==> src/rtl/rv_pipe_pkg.sv <==
// rtl/rv_pipe_pkg.sv - shared helpers for rv valid/ready pipeline blocks
package rv_pipe_pkg;

    localparam int RV_PIPE_DEFAULT_WIDTH = 64;

    // Width of an occupancy counter that must represent 0..depth inclusive.
    function automatic int count_width(input int depth);
        return $clog2(depth + 1);
    endfunction

endpackage

==> src/rtl/rvdff_pipe_stage.sv <==
// rtl/rvdff_pipe_stage.sv - one valid/ready register stage with flush clear
module rvdff_pipe_stage #(
    parameter int               WIDTH     = 64,
    parameter logic [WIDTH-1:0] RESET_VAL = '0
) (
    input  logic             clk,
    input  logic             rst_l,
    input  logic             flush,
    input  logic             i_load,
    input  logic             i_up_valid,
    input  logic [WIDTH-1:0] i_up_data,
    output logic             o_valid,
    output logic [WIDTH-1:0] o_data
);

    logic             r_valid;
    logic [WIDTH-1:0] r_data;

    // Data only captures real payload, so bubbles and idle stages never toggle it.
    always_ff @(posedge clk) begin
        if (!rst_l) begin
            r_valid <= 1'b0;
            r_data  <= RESET_VAL;
        end else if (flush) begin
            r_valid <= 1'b0;
        end else if (i_load) begin
            r_valid <= i_up_valid;
            if (i_up_valid) begin
                r_data <= i_up_data;
            end
        end
    end

    assign o_valid = r_valid;
    assign o_data  = r_data;

endmodule

==> src/rtl/rvdff_pipe.sv <==
// rtl/rvdff_pipe.sv - elastic DEPTH-stage valid/ready pipeline register
module rvdff_pipe
    import rv_pipe_pkg::*;
#(
    parameter int               WIDTH     = RV_PIPE_DEFAULT_WIDTH,
    parameter int               DEPTH     = 2,
    parameter logic [WIDTH-1:0] RESET_VAL = '0
) (
    input  logic                          clk,
    input  logic                          rst_l,
    input  logic                          flush,
    input  logic                          in_valid,
    output logic                          in_ready,
    input  logic [WIDTH-1:0]              in_data,
    output logic                          out_valid,
    input  logic                          out_ready,
    output logic [WIDTH-1:0]              out_data,
    output logic [count_width(DEPTH)-1:0] count
);

    localparam int CW = count_width(DEPTH);

    logic [DEPTH:0]   w_rdy;
    logic [DEPTH-1:0] w_v;
    logic [WIDTH-1:0] w_d [DEPTH];
    logic [CW-1:0]    w_count;

    assign w_rdy[DEPTH] = out_ready;

    // An empty stage is always ready, which lets bubbles collapse under backpressure.
    for (genvar gi = 0; gi < DEPTH; gi++) begin : g_stage
        assign w_rdy[gi] = ~w_v[gi] | w_rdy[gi+1];

        if (gi == 0) begin : g_head
            rvdff_pipe_stage #(
                .WIDTH     (WIDTH),
                .RESET_VAL (RESET_VAL)
            ) u_stage (
                .clk        (clk),
                .rst_l      (rst_l),
                .flush      (flush),
                .i_load     (w_rdy[gi]),
                .i_up_valid (in_valid),
                .i_up_data  (in_data),
                .o_valid    (w_v[gi]),
                .o_data     (w_d[gi])
            );
        end else begin : g_body
            rvdff_pipe_stage #(
                .WIDTH     (WIDTH),
                .RESET_VAL (RESET_VAL)
            ) u_stage (
                .clk        (clk),
                .rst_l      (rst_l),
                .flush      (flush),
                .i_load     (w_rdy[gi]),
                .i_up_valid (w_v[gi-1]),
                .i_up_data  (w_d[gi-1]),
                .o_valid    (w_v[gi]),
                .o_data     (w_d[gi])
            );
        end
    end

    always_comb begin
        w_count = '0;
        for (int i = 0; i < DEPTH; i++) begin
            w_count = w_count + CW'(w_v[i]);
        end
    end

    assign in_ready  = w_rdy[0] & ~flush & rst_l;
    assign out_valid = w_v[DEPTH-1] & ~flush;
    assign out_data  = w_d[DEPTH-1];
    assign count     = w_count;

endmodule

==> config.mk <==
export PLATFORM = sky130hd
export DESIGN_NAME = rvdff_pipe
export DESIGN_NICKNAME = d
export VERILOG_FILES = /design/src/rtl/rv_pipe_pkg.sv /design/src/rtl/rvdff_pipe_stage.sv /design/src/rtl/rvdff_pipe.sv
export SDC_FILE = /design/constraint.sdc
export NUM_CORES = 1
export LEC_CHECK = 0
export CAP_MARGIN = 20
export CORE_MARGIN = 4
export CORE_UTILIZATION = 44
export DETAILED_ROUTE_END_ITERATION = 12
export GPL_ROUTABILITY_DRIVEN = 0
export PLACE_DENSITY = 0.76
export SYNTH_ARGS = -nofsm -noshare
export SYNTH_HDL_FRONTEND = slang
export SYNTH_SLANG_ARGS = --single-unit
==> constraint.sdc <==
create_clock -name clk -period 1.22 [get_ports clk]
set_input_delay 0.244 -clock clk [delete_from_list [all_inputs] [get_ports clk]]
set_output_delay 0.244 -clock clk [all_outputs]
set_load 0.1 [all_outputs]
After elaboration in Yosys (flattened, before gate mapping)

Cells that the tools add are included.

Add/subtract/negate cells: 1
Multiply operators: 0
Divide/modulo/power cells: 0
Order comparisons: 0
Equality and inequality tests: 0
Shift-type cells: 0
Muxes and demuxes: 0
Bitwise gates (word level): 9
Reduce and logical (&&, ||, !) cells: 3

Operators with widths:

| kind                                   | number |
|---|---|
| 3-bit AND reduction                    | 2 |
| 1-bit inverter                         | 4 |
| 1-bit bitwise AND                      | 3 |
| 1-bit by 1-bit adder with 2-bit output | 1 |
| 1-bit bitwise OR                       | 2 |
| 2-bit OR reduction                     | 1 |

Flip-flop bits (word level): 130
Latch bits: 0
Memory bits (writable): 0
Memory bits (read-only): 0
Output and inout port bits: 68
Word-level logic and storage cells: 17
Memories: 0

Longest topological paths before layout

Depth after elaboration: 5
Gate-level depth with buffers: 6

Hierarchy

Synthesis repeated with hierarchy kept, for this count alone.

Cell total of the unflattened synthesis: 567
Area, all modules: 5,341.4 sq um

Modules (own cells, without submodules):

| module           | instances | cells each | area an instance (sq um) | sequential area each (sq um) |
|---|---|---|---|---|
| rvdff_pipe_stage | 2         | 281        | 2,650.0                  | 1,301.2 |
| rvdff_pipe       | 1         | 5          | 41.3                     | 0.0 |

Least setup slack after synthesis

No wires, ideal clock.

Kind: register to output
Start: register g_stage[1].g_body.u_stage.r_valid
End: output port in_ready
Arrival: 2.232 ns
Path slack: -1.256 ns
Cell stages (with the launch flop): 5
Buffers on the path: 2
Cells stage by stage: dfxtp_1 nor2b_4 buf_6 clkbuf_1 a21oi_1

Longest elaborated chain between the ends: 5

Ends and longest elaborated chain:

| what                            | RTL line               | text |
|---|---|---|
| start: declaration              | rvdff_pipe_stage.sv:16 | `logic r_valid;` |
| start signal: assignment        | rvdff_pipe_stage.sv:27 | `r_valid <= i_up_valid;` |
| 1-bit inverter                  | rvdff_pipe.sv:32       | `assign w_rdy[gi] = ~w_v[gi] \| w_rdy[gi+1];` |
| 1-bit bitwise OR (2 in series)  | rvdff_pipe.sv:32       |  |
| 1-bit bitwise AND (2 in series) | rvdff_pipe.sv:72       | `assign in_ready = w_rdy[0] & ~flush & rst_l;` |
| end: declaration                | rvdff_pipe.sv:13       | `output logic in_ready,` |

No other way between the ends.

Final worst setup path

Same ends and word-level chain as after synthesis.

==> results.yml <==
outcome:
  status: "complete, but fails checks"
  violations: "negative setup slack"
detailed_routing:
  drc: 0
  vias: 4737
  firstDrtPassIters: 5
  wl_per_cell_um: 17.5
  wl_um: 15400
  drtIter0Drc: 308
  vias_per_cell: 5.39
  postRouteAntennaNets: 0
critical_path:
  critPathLaunchType: "flip-flop"
  crit_arrival_ns: 1.31
  crit_cells: 4
  r2r-end: "g_stage[0].g_head.u_stage.o_data[12]"
  cp_num_buf_inv: 2
  crit_path_end_kind: "primary output"
  worstSetupPathType: "flip-flop to primary output"
  max_stage_delay_ns: 0.33
  path_delay_family: "flip-flops"
  critPathRequiredTime_ns: 0.98
  reg2reg_slack_ns: -0.27
  r2r_start: "g_stage[1].g_body.u_stage.o_valid"
  slowest_stage: "dfxtp_2"
  crit_path_start: "g_stage[1].g_body.u_stage.o_valid"
  endpoint: "in_ready"
  reg2reg_depth: 7
  worstPathMaxFanout: 3
  cp_cell_sequence: "nor2b_4 > buf_6 > a21oi_4 > buf_12"
global_route:
  grt_max_degree: 66
  grt_overflow: 0
  grt_antenna_before_repair: 1
  grt_usage_pct: 22.0
  grt_pass1_vias: 4868
  grt_pass1_wl_um: 24700
pwr:
  max-vdd-ir-drop_v: 0.000937
  power_leakage_nw: 3.22
  cellPowerDensity_nw_per_um2: 1250
cells_and_area:
  n_antenna_cell: 0
  fin_util_pct: 74.0
  stdcell_count: 879
  n_fill_cell: 785
  final_common_cell: "nand2_1"
  num-nets-final: 793
  drive_above_1_share_pct: 29.8
  flow.area_growth_from_synthesis_pct: 61.8
  mostFrequentLayoutCells: "128 x nand2_1, 80 x buf_12, 66 x clkdlybuf4s50_1"
worst_hold_path:
  min_path_cells: 4
  min_path_type: "primary input to flip-flop"
sta:
  fin_setup_tns_ns: -17.50
  finalSetupViolCount: 132
  drv_slew: 0
  whs_ns: 0.348
  fin_crit_sh_pct: 127
  fin_skew_ns: 0.00755
  rsz0062_at_grt: "yes"
  tightestPinTransition_ns: 0.246
  fmax_mhz: 644
  setup_slack_ns: -0.333
  hold_viol: 0
  period_minus_slack_ns: 1.55
  relSlewSlack_pct: 83.6
clock_tree:
  cts_hold_buf: 0
  cts_buffer_depth: 2
  htree_levels: 4
  cts-root-buf: "clkbuf_16"
  cts_sinks: 130
  worst_skew_pair.late_latency_ns: 0.40
  cts_tree: "built"
  path_clk_slew_ns: 0.05
  cts_buffers: 17
place:
  pre_cts_slack_ns: -0.515
  hpwl_um: 9340
  dp.cells: 829
  io_buffer_count: 136
floorplanning:
  io_pins: 137
  fp.dieArea_um2: 13800
  fp-row-count: 39
  start_util_pct: 45.7
  core_area_um2: 11600
  die_x_um: 118
  die_h_um: 118
synthesis:
  syn_inst: 584
  syn-cell-area_um2: 5290
  yosysWarnings: 0
  synth_fp_nets: 654
  ys_types: 21
  ys_ff_latch: 130
  syn_avg_cell_area_um2: 9.05
  yosysSeqAreaShare_pct: 49.2
run:
  drv_cap: 0
==> registers in the layout, summed over array words and instances, names as in the netlist <==
| name | flops |
|---|---|
| g_stage.g_head.u_stage.o_valid | 1 |
| g_stage.g_body.u_stage.o_valid | 1 |
| g_stage.g_head.u_stage.o_data | 64 |
| g_stage.g_body.u_stage.o_data | 64 |
==> worst min-delay path, delay by kind of cell <==
family / cells / cell delay, ns
buffers and inverters: 2 / 0.29
AND/OR/NAND/NOR: 2 / 0.18
==> how the worst min path moves through the flow <==
stage	start	endpoint	slack, ns
after floorplan	in_valid	g_stage[0].g_head.u_stage.o_valid	0.36
after global placement	g_stage[0].g_head.u_stage.o_data[63]	g_stage[1].g_body.u_stage.o_data[63]	0.44
after detailed placement	g_stage[0].g_head.u_stage.o_data[5]	g_stage[0].g_head.u_stage.o_data[5]	0.45
after CTS	rst_l	g_stage[1].g_body.u_stage.o_valid	0.32
after global routing	rst_l	g_stage[1].g_body.u_stage.o_valid	0.34
final	rst_l	g_stage[1].g_body.u_stage.o_valid	0.35
==> cell type report <==
cell class | instances | area, um^2 | share of cell area (%)
clock buffers | 17 | 425 | 4.97
multi-input cells | 398 | 2390 | 28.0
flip-flops and latches | 130 | 2710 | 31.7
repair buffers | 176 | 2660 | 31.0
clock inverters | 15 | 191 | 2.24
well taps | 143 | 179 | 2.09
==> power by group <==
group	switching (mW)	internal [mW]	total, mW
combinational	0.514	0.560	1.07
sequential	0.0748	4.35	4.43
clock	1.84	3.40	5.24
total	2.43	8.31	10.7
==> kinds of logic (layout without fill, tap and decap cells) <==
| family | Yosys count | after routing | synth area share (%) |
|---|---|---|---|
| AOI/OAI and AO/OA | 131 | 131 | 15.5 |
| adders and majority gates | 1 | 1 | 0.237 |
| buffers and inverters | 56 | 208 | 6.56 |
| DFF | 130 | 130 | 49.2 |
| muxes | 64 | 64 | 12.1 |
| and+or+nand+nor | 202 | 202 | 16.4 |
==> cells in the mapped netlist, drive strengths merged <==
library cell | n | area (um^2)
dfxtp | 130 | 2600
nand2 | 128 | 480
a21boi | 64 | 480
mux2i | 64 | 641
nand3 | 64 | 320
o21ai | 64 | 320
clkbuf | 29 | 109
buf | 27 | 238
a21oi | 3 | 18.8
nand2b | 3 | 18.8
nor2 | 3 | 11.3
nor2b | 3 | 26.3
ha | 1 | 12.5
or2b | 1 | 7.51
==> per-layer routing <==
metal / vias up / wire length [um] / global-route usage (%)
li1: 2267 / - / -
met1: 2251 / 6290 / 26.0
met2: 184 / 7640 / 36.9
met3: 33 / 1030 / 7.54
met4: 2 / 383 / 8.28
met5: - / 13 / 0
==> per-stage QoR <==
| step | instance area (um^2) | total power, mW |
|---|---|---|
| 4_1_cts | 8580 | 10.8 |
| 3_3_place_gp | 7560 | 5.45 |
| 5_1_grt | 8560 | 11.1 |
| 2_1_floorplan | 5390 | 5.07 |
| 6_report | 8560 | 10.7 |
| 3_5_place_dp | 7560 | 5.47 |
==> timing repair <==
| item | in CTS | in global routing |
|---|---|---|
| pin swaps | 2 | 5 |
| gates resized for setup | 27 | 28 |
| endpoints found under the setup margin | 133 | 142 |
| gates cloned | 8 | 0 |
| buffers inserted | 12 | 3 |
(Power assumes the default switching activity.)
